==> src/rtl/dmem_arbiter_if.sv <==
// Bus bundle between the data-memory arbiter, its two requesters
// (CPU load/store unit on port C, host loader on port H) and the memory.
interface dmem_arbiter_if #(
  parameter int ADDR_W = 16,
  parameter int DATA_W = 32
);

  // Port C: CPU load/store unit
  logic              c_req;
  logic              c_we;
  logic [ADDR_W-1:0] c_addr;
  logic [DATA_W-1:0] c_wdata;
  logic              c_gnt;
  logic              c_rvalid;
  logic [DATA_W-1:0] c_rdata;

  // Port H: host loader/dumper
  logic              h_req;
  logic              h_we;
  logic [ADDR_W-1:0] h_addr;
  logic [DATA_W-1:0] h_wdata;
  logic              h_gnt;
  logic              h_rvalid;
  logic [DATA_W-1:0] h_rdata;

  // Single-port data memory
  logic              m_en;
  logic              m_we;
  logic [ADDR_W-1:0] m_addr;
  logic [DATA_W-1:0] m_wdata;
  logic [DATA_W-1:0] m_rdata;

  // Arbiter side
  modport slave (
    input  c_req, c_we, c_addr, c_wdata,
    output c_gnt, c_rvalid, c_rdata,
    input  h_req, h_we, h_addr, h_wdata,
    output h_gnt, h_rvalid, h_rdata,
    output m_en, m_we, m_addr, m_wdata,
    input  m_rdata
  );

  // Requester / memory side
  modport master (
    output c_req, c_we, c_addr, c_wdata,
    input  c_gnt, c_rvalid, c_rdata,
    output h_req, h_we, h_addr, h_wdata,
    input  h_gnt, h_rvalid, h_rdata,
    input  m_en, m_we, m_addr, m_wdata,
    output m_rdata
  );

endinterface

==> src/rtl/dmem_arbiter.sv <==
// Data-memory arbiter: shares one single-port memory between the CPU
// (port C) and the host loader (port H). Round-robin between the two,
// with a host-priority override. Grants are combinational in the request
// cycle; read data returns one cycle later tagged to the requesting port.
// Also counts CPU stall cycles (request pending but not granted).
module dmem_arbiter #(
  parameter int ADDR_W = 16,
  parameter int DATA_W = 32,
  parameter int CNT_W  = 32
) (
  input  logic             CLOCK_50,
  input  logic             rst_n,
  input  logic             host_prio,
  input  logic             stall_clr,
  dmem_arbiter_if.slave    bus,
  output logic [CNT_W-1:0] stall_cnt
);

  typedef enum logic {
    PORT_C = 1'b0,
    PORT_H = 1'b1
  } port_t;

  // Arbitration / read-tracking state
  port_t             last_owner;
  port_t             last_owner_nxt;
  logic              rd_pend;
  logic              rd_pend_nxt;
  port_t             rd_tag;
  port_t             rd_tag_nxt;
  logic [CNT_W-1:0]  stall_nxt;

  // Combinational grant and selected command
  logic              c_win;
  logic              h_win;
  logic              granted;
  port_t             win_port;
  logic              sel_we;
  logic [ADDR_W-1:0] sel_addr;
  logic [DATA_W-1:0] sel_wdata;

  // Pick the winner for this cycle; nothing is granted while in reset
  always_comb begin
    c_win = 1'b0;
    h_win = 1'b0;
    if (rst_n) begin
      if (bus.c_req && bus.h_req) begin
        if (host_prio) begin
          h_win = 1'b1;
        end else if (last_owner == PORT_H) begin
          c_win = 1'b1;
        end else begin
          h_win = 1'b1;
        end
      end else begin
        c_win = bus.c_req;
        h_win = bus.h_req;
      end
    end
  end

  assign granted  = c_win | h_win;
  assign win_port = h_win ? PORT_H : PORT_C;

  // Route the winner's command fields to the memory; C's fields when idle
  always_comb begin
    sel_we    = bus.c_we;
    sel_addr  = bus.c_addr;
    sel_wdata = bus.c_wdata;
    if (h_win) begin
      sel_we    = bus.h_we;
      sel_addr  = bus.h_addr;
      sel_wdata = bus.h_wdata;
    end
  end

  assign bus.c_gnt   = c_win;
  assign bus.h_gnt   = h_win;
  assign bus.m_en    = granted;
  assign bus.m_we    = granted & sel_we;
  assign bus.m_addr  = sel_addr;
  assign bus.m_wdata = sel_wdata;

  // Read response: memory data is passed straight through; only the
  // port whose read was granted last cycle sees rvalid
  always_comb begin
    bus.c_rvalid = rst_n & rd_pend & (rd_tag == PORT_C);
    bus.h_rvalid = rst_n & rd_pend & (rd_tag == PORT_H);
    bus.c_rdata  = bus.m_rdata;
    bus.h_rdata  = bus.m_rdata;
  end

  // Next-state for owner history and outstanding-read tracking
  always_comb begin
    last_owner_nxt = last_owner;
    rd_pend_nxt    = 1'b0;
    rd_tag_nxt     = rd_tag;
    if (granted) begin
      last_owner_nxt = win_port;
      if (!sel_we) begin
        rd_pend_nxt = 1'b1;
        rd_tag_nxt  = win_port;
      end
    end
  end

  // Arbitration state register
  always_ff @(posedge CLOCK_50 or negedge rst_n) begin
    if (!rst_n) begin
      last_owner <= PORT_H;
      rd_pend    <= 1'b0;
      rd_tag     <= PORT_C;
    end else begin
      last_owner <= last_owner_nxt;
      rd_pend    <= rd_pend_nxt;
      rd_tag     <= rd_tag_nxt;
    end
  end

  // Stall counter next value: clear wins, otherwise saturating increment
  always_comb begin
    stall_nxt = stall_cnt;
    if (stall_clr) begin
      stall_nxt = '0;
    end else if (bus.c_req && !c_win && (stall_cnt != '1)) begin
      stall_nxt = stall_cnt + CNT_W'(1);
    end
  end

  // Stall counter register
  always_ff @(posedge CLOCK_50 or negedge rst_n) begin
    if (!rst_n) begin
      stall_cnt <= '0;
    end else begin
      stall_cnt <= stall_nxt;
    end
  end

endmodule
==> src/flat_wrapper.sv <==
// flat-port wrapper written by rule: the top's interface ports become plain ports
module dmem_arbiter_flat 
#(
  parameter int ADDR_W = 16,
  parameter int DATA_W = 32,
  parameter int CNT_W  = 32
)
  (CLOCK_50, rst_n, host_prio, stall_clr, stall_cnt, bus_c_req, bus_c_we, bus_c_addr, bus_c_wdata, bus_c_gnt, bus_c_rvalid, bus_c_rdata, bus_h_req, bus_h_we, bus_h_addr, bus_h_wdata, bus_h_gnt, bus_h_rvalid, bus_h_rdata, bus_m_en, bus_m_we, bus_m_addr, bus_m_wdata, bus_m_rdata);
  dmem_arbiter_if #(.ADDR_W(ADDR_W), .DATA_W(DATA_W)) bus_i ();
  input  logic CLOCK_50;
  input  logic rst_n;
  input  logic host_prio;
  input  logic stall_clr;
  output logic [CNT_W-1:0] stall_cnt;
  input wire logic [$bits(bus_i.c_req)-1:0] bus_c_req;
  input wire logic [$bits(bus_i.c_we)-1:0] bus_c_we;
  input wire logic [$bits(bus_i.c_addr)-1:0] bus_c_addr;
  input wire logic [$bits(bus_i.c_wdata)-1:0] bus_c_wdata;
  output wire logic [$bits(bus_i.c_gnt)-1:0] bus_c_gnt;
  output wire logic [$bits(bus_i.c_rvalid)-1:0] bus_c_rvalid;
  output wire logic [$bits(bus_i.c_rdata)-1:0] bus_c_rdata;
  input wire logic [$bits(bus_i.h_req)-1:0] bus_h_req;
  input wire logic [$bits(bus_i.h_we)-1:0] bus_h_we;
  input wire logic [$bits(bus_i.h_addr)-1:0] bus_h_addr;
  input wire logic [$bits(bus_i.h_wdata)-1:0] bus_h_wdata;
  output wire logic [$bits(bus_i.h_gnt)-1:0] bus_h_gnt;
  output wire logic [$bits(bus_i.h_rvalid)-1:0] bus_h_rvalid;
  output wire logic [$bits(bus_i.h_rdata)-1:0] bus_h_rdata;
  output wire logic [$bits(bus_i.m_en)-1:0] bus_m_en;
  output wire logic [$bits(bus_i.m_we)-1:0] bus_m_we;
  output wire logic [$bits(bus_i.m_addr)-1:0] bus_m_addr;
  output wire logic [$bits(bus_i.m_wdata)-1:0] bus_m_wdata;
  input wire logic [$bits(bus_i.m_rdata)-1:0] bus_m_rdata;
  assign bus_i.c_req = bus_c_req;
  assign bus_i.c_we = bus_c_we;
  assign bus_i.c_addr = bus_c_addr;
  assign bus_i.c_wdata = bus_c_wdata;
  assign bus_c_gnt = bus_i.c_gnt;
  assign bus_c_rvalid = bus_i.c_rvalid;
  assign bus_c_rdata = bus_i.c_rdata;
  assign bus_i.h_req = bus_h_req;
  assign bus_i.h_we = bus_h_we;
  assign bus_i.h_addr = bus_h_addr;
  assign bus_i.h_wdata = bus_h_wdata;
  assign bus_h_gnt = bus_i.h_gnt;
  assign bus_h_rvalid = bus_i.h_rvalid;
  assign bus_h_rdata = bus_i.h_rdata;
  assign bus_m_en = bus_i.m_en;
  assign bus_m_we = bus_i.m_we;
  assign bus_m_addr = bus_i.m_addr;
  assign bus_m_wdata = bus_i.m_wdata;
  assign bus_i.m_rdata = bus_m_rdata;
  dmem_arbiter #(.ADDR_W(ADDR_W), .DATA_W(DATA_W), .CNT_W(CNT_W)) u_core (.CLOCK_50(CLOCK_50), .rst_n(rst_n), .host_prio(host_prio), .stall_clr(stall_clr), .bus(bus_i), .stall_cnt(stall_cnt));
endmodule
==> config.mk <==
export PLATFORM = sky130hd
export DESIGN_NAME = dmem_arbiter_flat
export DESIGN_NICKNAME = d
export VERILOG_FILES = /design/src/rtl/dmem_arbiter_if.sv /design/src/rtl/dmem_arbiter.sv /design/src/flat_wrapper.sv
export SDC_FILE = /design/constraint.sdc
export NUM_CORES = 1
export LEC_CHECK = 0
export CAP_MARGIN = 20
export CORE_MARGIN = 8
export CORE_UTILIZATION = 28
export CTS_CLUSTER_SIZE = 40
export DETAILED_ROUTE_END_ITERATION = 10
export GPL_TIMING_DRIVEN = 0
export PLACE_DENSITY = 0.81
export SLEW_MARGIN = 15
export SYNTH_ARGS = -nofsm -noshare
export SYNTH_HDL_FRONTEND = slang
export SYNTH_SLANG_ARGS = --single-unit
==> constraint.sdc <==
create_clock -name CLOCK_50 -period 2.2 [get_ports CLOCK_50]
set_input_delay 0.33 -clock CLOCK_50 [delete_from_list [all_inputs] [get_ports CLOCK_50]]
set_output_delay 0.33 -clock CLOCK_50 [all_outputs]
set_load 0.01 [all_outputs]
* After elaboration in Yosys (flattened, before gate mapping)
Index checks and enable logic that the tools add are counted.
Storage, ports and cells: bits in registers 35, input bits 136, output and inout bits 150, word-level logic and storage cells 35
Operators by class: add/subtract/negate cells 1, equal/unequal tests 1, bitwise operators 7, reduce and logical (&&, ||, !) cells 6, mux-type cells 16
Operators with widths (number):
- $mux 32 | 3
- $add 32x1->32 const B | 1
- $ne 32x32->1 const B | 1
- $mux 16 | 1
- $mux 1 | 12
- $and 1x1->1 | 4
- $logic_and 1x1->1 | 3
- $not 1->1 | 2
- $reduce_and 2->1 | 1
- $reduce_bool 2->1 | 1
- $logic_not 1->1 | 1
- $or 1x1->1 | 1

* Depth between registers and ports, before layout
Gate-level depths: netlist of run 1.
word-level depth 9, depth in mapped cells 8, depth with buffers taken out 6

* Worst setup path after synthesis of run 1
Ideal clock, no wire load.
path type register to register, start point register u_core.stall_cnt[0], end point register u_core.stall_cnt[1], path buffers 2, period minus slack after synthesis 2175 ps, arrival time 2043 ps, slack 25 ps, data required time 2068 ps, stages on the path, launching flop included 9, setup time 132 ps, cells stage by stage dfrtp_1 ha_1 nand2_1 or3_1 o31ai_4 buf_6 buf_12 mux2i_1 nor2_1
On the way: longest elaborated chain between the ends 3, elaborated cells on any way between the ends 6, those cells by class add/sub (1); eq/ne (1); mux (2); reduce/logical (2)
RTL lines:
- start, declared | RTL line dmem_arbiter.sv:16 | output logic [CNT_W-1:0] stall_cnt
- start signal, assigned | RTL line dmem_arbiter.sv:135 | stall_cnt <= stall_nxt;
- $add 32x1->32 / $ne 32x32->1 (equally long branches) | RTL line dmem_arbiter.sv:126, dmem_arbiter.sv:125
- $mux 32 / $logic_and 1x1->1 (equally long branches) | RTL line dmem_arbiter.sv:125 | end else if (bus.c_req && !c_win && (stall_cnt != '1)) begin
- $mux 32 / $reduce_bool 2->1 (equally long branches)
Parallel ways exist; a longest one is shown, timed or not. The select of a mux whose other input is x is not followed. A chain may end at the register's enable or synchronous reset.

* Worst setup path in the final report of run 1
start point register u_core.last_owner, end point output bus_m_wdata[18]
On the way: longest elaborated chain between the ends 5
RTL lines:
- start, declared | RTL line dmem_arbiter.sv:25 | port_t last_owner;
- start signal, assigned | RTL line dmem_arbiter.sv:114 | last_owner <= last_owner_nxt;
- $mux 1 | RTL line dmem_arbiter.sv:50 | end else if (last_owner == PORT_H) begin
- $mux 1 | RTL line dmem_arbiter.sv:48 | if (host_prio) begin
- $mux 1 | RTL line dmem_arbiter.sv:47 | if (bus.c_req && bus.h_req) begin
- $mux 1 | RTL line dmem_arbiter.sv:46 | if (rst_n) begin
- $mux 32 | RTL line dmem_arbiter.sv:70 | if (h_win) begin
- end, declared | RTL line flat_wrapper.sv:32 | output wire logic [$bits(bus_i.m_wdata)-1:0] bus_m_wdata;
No other way between the ends.

==> report_table.html, run 1 <==
<table>
<tr><th>Metric</th><th>Value</th></tr>
<tr><th colspan="2">Global route</th></tr>
<tr><td>Global-route wire length before repair</td><td>23600 um</td></tr>
<tr><td>Total grt overflow</td><td>0</td></tr>
<tr><td>Largest net degree at the start of global routing</td><td>15</td></tr>
<tr><td>Antenna violations before repair</td><td>1</td></tr>
<tr><td>Total routing usage reported by global routing</td><td>0.207</td></tr>
<tr><td>Vias in the first global route</td><td>3881</td></tr>
<tr><th colspan="2">Worst setup path</th></tr>
<tr><td>Crit path cell chain</td><td>nor2b_4 -&gt; a21oi_4 -&gt; clkbuf_8 -&gt; buf_6 -&gt; buf_6 -&gt; mux2_4 -&gt; buf_6</td></tr>
<tr><td>Sort of element at the end of the critical path</td><td>output port</td></tr>
<tr><td>Logic depth of the worst register-to-register path</td><td>8</td></tr>
<tr><td>Critical path startpoint category</td><td>flip-flop</td></tr>
<tr><td>Worst setup path class</td><td>flip-flop to output port</td></tr>
<tr><td>Max stage delay on crit path</td><td>0.53 ns</td></tr>
<tr><td>Maximum net fanout on the critical path</td><td>6</td></tr>
<tr><td>Cell with the biggest individual delay on the critical path</td><td>sky130_fd_sc_hd__dfstp_2</td></tr>
<tr><td>Crit path arrival time</td><td>1.95 ns</td></tr>
<tr><td>Critical path data required time</td><td>1.87 ns</td></tr>
<tr><td>Cell mode on critical path</td><td>sky130_fd_sc_hd__buf_6</td></tr>
<tr><th colspan="2">Die</th></tr>
<tr><td>I/O pin count</td><td>286</td></tr>
<tr><td>Area enclosed by the die boundary</td><td>0.0146 mm2</td></tr>
<tr><td>Chip height</td><td>121 um</td></tr>
<tr><td>Cell row count</td><td>38</td></tr>
<tr><td>Initial Utilization</td><td>0.285</td></tr>
<tr><td>Core area</td><td>0.0108 mm2</td></tr>
<tr><td>Width of the die</td><td>121 um</td></tr>
<tr><th colspan="2">Timing</th></tr>
<tr><td>Total count of hold-check failures in the final report</td><td>0</td></tr>
<tr><td>Relative slew slack</td><td>0.605</td></tr>
<tr><td>Final worst-path setup slack</td><td>-0.0847 ns</td></tr>
<tr><td>Final max-slew violation count</td><td>0</td></tr>
<tr><td>Post-route clock period utilization</td><td>1.04</td></tr>
<tr><td>Unrepaired setup endpoints after global routing</td><td>yes</td></tr>
<tr><td>Worst clock skew on the final layout</td><td>0.00791 ns</td></tr>
<tr><td>Minimum clock period after layout</td><td>2.28 ns</td></tr>
<tr><td>Final hold slack</td><td>0.0859 ns</td></tr>
<tr><td>Highest achievable clock rate</td><td>0.438 GHz</td></tr>
<tr><td>Worst Tran Pin Value</td><td>0.591 ns</td></tr>
<tr><td>Post-route setup TNS</td><td>-0.361 ns</td></tr>
<tr><td>Final setup violation count</td><td>11</td></tr>
<tr><th colspan="2">Yosys</th></tr>
<tr><td>Most instantiated library cell after synthesis</td><td>sky130_fd_sc_hd__buf_4</td></tr>
<tr><td>Syn avg cell area</td><td>9.10 um2</td></tr>
<tr><td>Cell type contributing the most total cell area after synthesis</td><td>sky130_fd_sc_hd__dfrtp_1</td></tr>
<tr><td>Adder-Cell Fraction of Synth Area</td><td>0.00407</td></tr>
<tr><td>Synth area leaders</td><td>sky130_fd_sc_hd__dfrtp_1 28%, sky130_fd_sc_hd__mux2_2 20%, sky130_fd_sc_hd__buf_4 16%, sky130_fd_sc_hd__a21oi_1 3.1%, sky130_fd_sc_hd__or3_1 2.6%</td></tr>
<tr><td>Prevailing post-synth register cell</td><td>sky130_fd_sc_hd__dfrtp_1</td></tr>
<tr><td>Sequential-to-total area share from yosys stat</td><td>0.285</td></tr>
<tr><td>Cell Area, Synth</td><td>0.00308 mm2</td></tr>
<tr><td>Number of cells produced by synthesis</td><td>338</td></tr>
<tr><td>Dominant combinational cell family by area after synthesis</td><td>multiplexers</td></tr>
<tr><td>Number of synthesized flops with an enable pin</td><td>0</td></tr>
<tr><td>Share of the synthesized area in the top cell type</td><td>0.277</td></tr>
<tr><td>Share of synthesized registers carrying an async set or reset</td><td>1.00</td></tr>
<tr><td>Compound-cell area share of the yosys netlist</td><td>0.121</td></tr>
<tr><td>Post-synthesis xor/xnor area fraction</td><td>0.00854</td></tr>
<tr><td>Mux contribution to synthesized area</td><td>0.201</td></tr>
<tr><td>Post-synthesis register bit count</td><td>35</td></tr>
<tr><td>Mapped Nets</td><td>475</td></tr>
<tr><td>Yosys warning count</td><td>0</td></tr>
<tr><td>Synth Area in Simple Gates</td><td>0.188</td></tr>
<tr><td>Leading post-synthesis cells by instance count</td><td>64 x sky130_fd_sc_hd__buf_4, 54 x sky130_fd_sc_hd__mux2_2, 34 x sky130_fd_sc_hd__dfrtp_1</td></tr>
<tr><td>Distinct cell type count after synthesis</td><td>41</td></tr>
<tr><th colspan="2">CTS</th></tr>
<tr><td>CTS H-Tree Depth</td><td>2</td></tr>
<tr><td>Total clock buffers created by CTS</td><td>5</td></tr>
<tr><td>Clock tree from TritonCTS</td><td>built</td></tr>
<tr><td>Clock latency on the worst-skew pair</td><td>0.29 ns</td></tr>
<tr><td>Sink count of the clock tree</td><td>35</td></tr>
<tr><td>Clock tree root driver cell</td><td>sky130_fd_sc_hd__clkbuf_8</td></tr>
<tr><td>Clock-pin slew reported for the worst setup and hold paths after clock tree synthesis</td><td>0.07 ns</td></tr>
<tr><td>Buffer levels on the longest clock path</td><td>2</td></tr>
<tr><th colspan="2">Cells and area</th></tr>
<tr><td>Share of post-route cells with drive strength above 1</td><td>0.377</td></tr>
<tr><td>Layout net count</td><td>768</td></tr>
<tr><td>Signed area change from the synthesized netlist to the final layout</td><td>103%</td></tr>
<tr><td>Post-route cell area</td><td>0.00625 mm2</td></tr>
<tr><td>Antenna diode instance count</td><td>0</td></tr>
<tr><td>Number of fill cells in the layout</td><td>915</td></tr>
<tr><th colspan="2">Route</th></tr>
<tr><td>Post-detailed-route wirelength per cell</td><td>20.8 um</td></tr>
<tr><td>Drt initial violations</td><td>238</td></tr>
<tr><td>Antenna-violating nets left</td><td>0</td></tr>
<tr><td>Detailed-routing iteration count for the pre-antenna-repair pass</td><td>4</td></tr>
<tr><td>Residual DRC</td><td>0</td></tr>
<tr><td>Ratio of routed vias to standard cells</td><td>4.83</td></tr>
<tr><td>Routed wire length</td><td>16100 um</td></tr>
<tr><td>Number of vias after detailed routing</td><td>3732</td></tr>
<tr><th colspan="2">Place</th></tr>
<tr><td>Routability congestion estimate</td><td>0.832</td></tr>
<tr><td>Worst-case setup slack after placement</td><td>-1.22 ns</td></tr>
<tr><td>HPWL after detailed placement</td><td>13300 um</td></tr>
<tr><td>Count of buffers from port buffering</td><td>252</td></tr>
<tr><td>Area after detailed placement</td><td>0.00579 mm2</td></tr>
<tr><th colspan="2">Power and ir drop</th></tr>
<tr><td>IR Drop Worst-Case VDD</td><td>264 uV</td></tr>
<tr><td>Sequential Power Share</td><td>0.321</td></tr>
<tr><td>Comb power frac</td><td>0.455</td></tr>
<tr><td>Fraction of power spent switching nets</td><td>0.295</td></tr>
<tr><td>NetSw</td><td>0.000615 W</td></tr>
<tr><td>Total internal power</td><td>0.00147 W</td></tr>
<tr><td>Power density normalized to cell area</td><td>334 mW/mm2</td></tr>
<tr><td>Leakage</td><td>2.62 nW</td></tr>
<tr><td>Total power of the final layout</td><td>0.00209 W</td></tr>
<tr><td>Clock power frac</td><td>0.224</td></tr>
<tr><th colspan="2">Min path</th></tr>
<tr><td>Hold Crit Class</td><td>primary input to async pin</td></tr>
<tr><th colspan="2">Run</th></tr>
<tr><td>Total of max-cap violations</td><td>0</td></tr>
<tr><th colspan="2">Run status</th></tr>
<tr><td>Failing checks</td><td>negative setup slack</td></tr>
<tr><td>Status</td><td>finished with violations</td></tr>
</table>
-- routing by layer --
metal  share of wire  GRT usage  vias up
met5               0          0        -
met4           0.028     0.0531        0
met3           0.081     0.0578       29
met2            0.54      0.403      221
met1            0.35      0.211     1739
li1                -          -     1743
-- cell usage in the layout, fill, tap and decap left out, types with 5 or more instances in the layout --
master	count
sky130_fd_sc_hd__clkbuf_1	5
sky130_fd_sc_hd__mux2_2	42
sky130_fd_sc_hd__dfrtp_2	7
sky130_fd_sc_hd__nor2b_1	7
sky130_fd_sc_hd__dlygate4sd2_1	10
sky130_fd_sc_hd__mux2_4	12
sky130_fd_sc_hd__o21ai_0	7
sky130_fd_sc_hd__nand2_1	18
sky130_fd_sc_hd__nand3_1	14
sky130_fd_sc_hd__a21oi_1	18
sky130_fd_sc_hd__buf_4	89
sky130_fd_sc_hd__inv_1	8
sky130_fd_sc_hd__o31ai_1	8
sky130_fd_sc_hd__clkbuf_8	6
sky130_fd_sc_hd__buf_6	21
sky130_fd_sc_hd__or4_1	7
sky130_fd_sc_hd__clkdlybuf4s50_1	197
sky130_fd_sc_hd__or3_1	12
sky130_fd_sc_hd__buf_2	32
sky130_fd_sc_hd__nor4_1	7
sky130_fd_sc_hd__nor2_1	18
sky130_fd_sc_hd__dfrtp_1	27
sky130_fd_sc_hd__o21ai_1	5
sky130_fd_sc_hd__nand4_1	7
-- cells by family (layout without fill, tap and decap cells) --
kind of cell / count (synthesis) / after routing
xor+xnor: 3 / 3
mux: 55 / 55
flops: 35 / 35
fa+ha+maj: 1 / 1
simple gates: 104 / 104
compound gates: 54 / 54
buf+inv: 86 / 380
-- power by group through the flow --
stage	clock network (W)	registers [W]	logic, W
final	0.000468	0.000670	0.000949
after global routing	0.000502	0.000671	0.000996
after CTS	0.000470	0.000668	0.000916
after detailed placement	0	0.000680	0.000894
after global placement	0	0.000680	0.000881
after floorplan	0	0.000680	0.000326
-- critical path: cells and delay by family (launching register included) --
kind            cells  cell delay [ns]
flops               1             0.53
compound gates      1             0.10
buf+inv             4             0.54
mux                 1             0.32
simple gates        1             0.16
-- repair_timing --
action                                  CTS  global route
setup buffers                            16            16
pin swaps                                 2             6
gates resized for setup                 228            43
hold endpoints to repair                 13             0
endpoints found under the setup margin   77            71
hold buffers                              2             0
cloned                                    2             2
-- cell type report --
type,count,area (um2),share of cell area
inverters,8,30.0,0.00480
multi-input cells,217,1730,0.277
plain buffers,76,596,0.0953
clock buffers,6,72.6,0.0116
clock inverters,2,12.5,0.00200
flip-flops and latches,35,886,0.142
well taps,140,175,0.0280
repair buffers,288,2750,0.440
-- metrics by stage --
step,cells,utilization
5_1_grt,772,0.579
6_report,772,0.579
2_1_floorplan,338,-
3_5_place_dp,731,0.536
4_1_cts,759,0.563
3_3_place_gp,730,0.535
-- registers in the layout (all words and copies together) (netlist names) --
signal,cells
u_core.stall_cnt,32
u_core.last_owner,1
u_core.rd_pend,1
u_core.rd_tag,1
-- worst paths after layout --
| path | end | start | slack (ns) |
|---|---|---|---|
| setup / recovery | bus_m_wdata[18] | u_core.last_owner | -0.08 |
| hold / removal | u_core.stall_cnt[23] | rst_n | 0.09 |
| setup reg to reg | u_core.stall_cnt[1] | u_core.stall_cnt[14] | 0 |
| hold reg to reg | u_core.rd_tag | u_core.rd_tag | 0.59 |
| max in group asynchronous | u_core.stall_cnt[12] | rst_n | 1.19 |
| min in group CLOCK_50 | u_core.stall_cnt[29] | stall_clr | 0.45 |
(Power assumes the default switching activity.)
==> run 2, diff against run 1 <==
GPL_TIMING_DRIVEN = not set   (was 0)
==> report_table.html, run 2 (synthesized netlist as in run 1, its figures left out) <==
<table>
<tr><th>Metric</th><th>Value</th></tr>
<tr><th colspan="2">Place</th></tr>
<tr><td>HPWL after detailed placement</td><td>12400 um</td></tr>
<tr><td>Area after detailed placement</td><td>0.00506 mm2</td></tr>
<tr><td>Count of buffers from port buffering</td><td>189</td></tr>
<tr><td>Placed instance count</td><td>650</td></tr>
<tr><td>Routability congestion estimate</td><td>0.849</td></tr>
<tr><th colspan="2">Worst setup path</th></tr>
<tr><td>Critical path data required time</td><td>1.87 ns</td></tr>
<tr><td>Largest delay share family, worst path</td><td>flip-flops</td></tr>
<tr><td>Cell with the biggest individual delay on the critical path</td><td>sky130_fd_sc_hd__dfstp_2</td></tr>
<tr><td>Sort of element at the end of the critical path</td><td>output port</td></tr>
<tr><td>Bufs and invs on worst path</td><td>4</td></tr>
<tr><td>Maximum net fanout on the critical path</td><td>8</td></tr>
<tr><td>Worst setup path class</td><td>flip-flop to output port</td></tr>
<tr><td>Crit path cell chain</td><td>nor2b_4 -&gt; a21oi_4 -&gt; buf_6 -&gt; buf_12 -&gt; buf_12 -&gt; mux2_4 -&gt; buf_6</td></tr>
<tr><td>Crit path arrival time</td><td>1.92 ns</td></tr>
<tr><td>Max stage delay on crit path</td><td>0.53 ns</td></tr>
<tr><td>Critical path startpoint category</td><td>flip-flop</td></tr>
<tr><th colspan="2">CTS</th></tr>
<tr><td>Sink count of the clock tree</td><td>35</td></tr>
<tr><td>CTS H-Tree Depth</td><td>2</td></tr>
<tr><td>Clock latency on the worst-skew pair</td><td>0.29 ns</td></tr>
<tr><td>Total clock buffers created by CTS</td><td>5</td></tr>
<tr><td>Buffer levels on the longest clock path</td><td>2</td></tr>
<tr><td>Clock tree root driver cell</td><td>sky130_fd_sc_hd__clkbuf_8</td></tr>
<tr><td>Clock-pin slew reported for the worst setup and hold paths after clock tree synthesis</td><td>0.07 ns</td></tr>
<tr><td>Clock tree from TritonCTS</td><td>built</td></tr>
<tr><th colspan="2">Power and ir drop</th></tr>
<tr><td>Leakage</td><td>2.24 nW</td></tr>
<tr><td>NetSw</td><td>0.000516 W</td></tr>
<tr><td>Power density normalized to cell area</td><td>348 mW/mm2</td></tr>
<tr><td>Comb power frac</td><td>0.396</td></tr>
<tr><td>Total internal power</td><td>0.00136 W</td></tr>
<tr><td>Clock power frac</td><td>0.251</td></tr>
<tr><td>IR Drop Worst-Case VDD</td><td>226 uV</td></tr>
<tr><td>Sequential Power Share</td><td>0.353</td></tr>
<tr><td>Fraction of power spent switching nets</td><td>0.275</td></tr>
<tr><th colspan="2">Run status</th></tr>
<tr><td>Failing checks</td><td>negative setup slack</td></tr>
<tr><td>Status</td><td>finished with violations</td></tr>
<tr><th colspan="2">Timing</th></tr>
<tr><td>Worst Tran Pin Value</td><td>0.440 ns</td></tr>
<tr><td>Minimum clock period after layout</td><td>2.25 ns</td></tr>
<tr><td>Final setup violation count</td><td>19</td></tr>
<tr><td>Highest achievable clock rate</td><td>0.445 GHz</td></tr>
<tr><td>Final worst-path setup slack</td><td>-0.0466 ns</td></tr>
<tr><td>Final max-slew violation count</td><td>0</td></tr>
<tr><td>Post-route clock period utilization</td><td>1.02</td></tr>
<tr><td>Total count of hold-check failures in the final report</td><td>0</td></tr>
<tr><td>Worst clock skew on the final layout</td><td>0.00732 ns</td></tr>
<tr><td>Unrepaired setup endpoints after global routing</td><td>yes</td></tr>
<tr><td>Relative slew slack</td><td>0.707</td></tr>
<tr><th colspan="2">Die</th></tr>
<tr><td>Width of the die</td><td>121 um</td></tr>
<tr><td>Area enclosed by the die boundary</td><td>0.0146 mm2</td></tr>
<tr><td>Initial Utilization</td><td>0.285</td></tr>
<tr><td>Chip height</td><td>121 um</td></tr>
<tr><td>I/O pin count</td><td>286</td></tr>
<tr><td>Cell row count</td><td>38</td></tr>
<tr><td>Core area</td><td>0.0108 mm2</td></tr>
<tr><th colspan="2">Route</th></tr>
<tr><td>Ratio of routed vias to standard cells</td><td>4.99</td></tr>
<tr><td>Residual DRC</td><td>0</td></tr>
<tr><td>Drt initial violations</td><td>160</td></tr>
<tr><td>Routed wire length</td><td>14600 um</td></tr>
<tr><td>Number of vias after detailed routing</td><td>3346</td></tr>
<tr><td>Post-detailed-route wirelength per cell</td><td>21.8 um</td></tr>
<tr><td>Detailed-routing iteration count for the pre-antenna-repair pass</td><td>4</td></tr>
<tr><td>Antenna-violating nets left</td><td>0</td></tr>
<tr><th colspan="2">Cells and area</th></tr>
<tr><td>Commonest non-fill, non-tap cells in the layout</td><td>134 x sky130_fd_sc_hd__clkdlybuf4s50_1, 62 x sky130_fd_sc_hd__buf_4, 43 x sky130_fd_sc_hd__mux2_2</td></tr>
<tr><td>Most frequent standard cell in the layout excluding fill and tap cells</td><td>sky130_fd_sc_hd__clkdlybuf4s50_1</td></tr>
<tr><td>Signed area change from the synthesized netlist to the final layout</td><td>75.2%</td></tr>
<tr><td>Utilization after layout</td><td>0.499</td></tr>
<tr><td>Post-route cell area</td><td>0.00539 mm2</td></tr>
<tr><td>Antenna diode instance count</td><td>0</td></tr>
<tr><td>Share of post-route cells with drive strength above 1</td><td>0.375</td></tr>
<tr><td>Max reg flops</td><td>32</td></tr>
<tr><td>Layout net count</td><td>667</td></tr>
<tr><td>Top reg by flops</td><td>u_core.stall_cnt</td></tr>
<tr><td>Non-filler instance count after layout</td><td>670</td></tr>
<tr><th colspan="2">Global route</th></tr>
<tr><td>Total grt overflow</td><td>0</td></tr>
<tr><td>Global-route wire length before repair</td><td>21700 um</td></tr>
<tr><td>Antenna violations before repair</td><td>4</td></tr>
<tr><td>Vias in the first global route</td><td>3669</td></tr>
<tr><td>Largest net degree at the start of global routing</td><td>35</td></tr>
<tr><td>Total routing usage reported by global routing</td><td>0.195</td></tr>
<tr><th colspan="2">Run</th></tr>
<tr><td>Total of max-cap violations</td><td>0</td></tr>
<tr><th colspan="2">Min path</th></tr>
<tr><td>Hold Crit Class</td><td>primary input to async pin</td></tr>
</table>
run 2: through the flow:
stage | hold slack, ns | setup slack [ns] | power, W | setup TNS, ns
6_report | 0.165 | -0.0466 | 0.00187 | -0.394
5_1_grt | 0.163 | -0.0934 | 0.00195 | -2.07
4_1_cts | 0.155 | -0.0670 | 0.00184 | -0.589
3_5_place_dp | 0.292 | -0.441 | 0.00135 | -22.78
3_3_place_gp | 0.292 | -0.454 | 0.00134 | -22.30
2_1_floorplan | 0.0344 | 0.0247 | 0.00101 | 0
run 2: cell type report:
class	count	area, um2
clock buffers	6	82.6
clock inverters	1	5.00
fillers	984	5400
inverters	8	30.0
multi-input cells	217	1680
flip-flops and latches	35	877
well taps	140	175
repair buffers	263	2540
run 2: worst paths after layout:
path / cells past startpoint / endpoint / slack [ns] / from
max: 7 / bus_m_wdata[30] / -0.05 / u_core.last_owner
min: 2 / u_core.last_owner / 0.17 / rst_n
max reg2reg: 6 / u_core.stall_cnt[17] / 0.11 / u_core.stall_cnt[24]
min reg2reg: 1 / u_core.last_owner / 0.52 / u_core.last_owner
max in group asynchronous: 3 / u_core.rd_pend / 1.55 / rst_n
min in group CLOCK_50: 1 / u_core.last_owner / 0.52 / u_core.last_owner
run 2: power groups by stage:
stage	combinational, W	sequential [W]	clock, W
final	0.000742	0.000662	0.000470
after global routing	0.000780	0.000663	0.000504
after CTS	0.000697	0.000662	0.000483
after detailed placement	0.000679	0.000674	0
after global placement	0.000672	0.000673	0
after floorplan	0.000326	0.000680	0
run 2: worst reg2reg max path, delay by kind of cell (launching register included):
| kind | cells | cell delay [ns] |
|---|---|---|
| AO/OA/AOI/OAI | 1 | 0.34 |
| flip-flops | 1 | 0.36 |
| AND/OR/NAND/NOR | 3 | 0.80 |
| multiplexers | 1 | 0.28 |
| buffers and inverters | 1 | 0.18 |
run 2: layer usage:
metal | wire length [um] | share of wire | vias to the layer above | global-route usage
met5 | 56 | 0.0038 | - | 0
met4 | 526 | 0.036 | 8 | 0.0687
met3 | 1450 | 0.099 | 34 | 0.0834
met2 | 7590 | 0.52 | 184 | 0.358
met1 | 5010 | 0.34 | 1579 | 0.190
li1 | - | - | 1541 | -
run 2: what timing repair did:
item                                    CTS  global route
resized for setup                       206            55
endpoints found under the hold margin     1             0
pin swaps                                 2             2
endpoints found under the setup margin   56            63
hold buffers                              1             0
setup buffers                             5             4
cloned                                    3             1
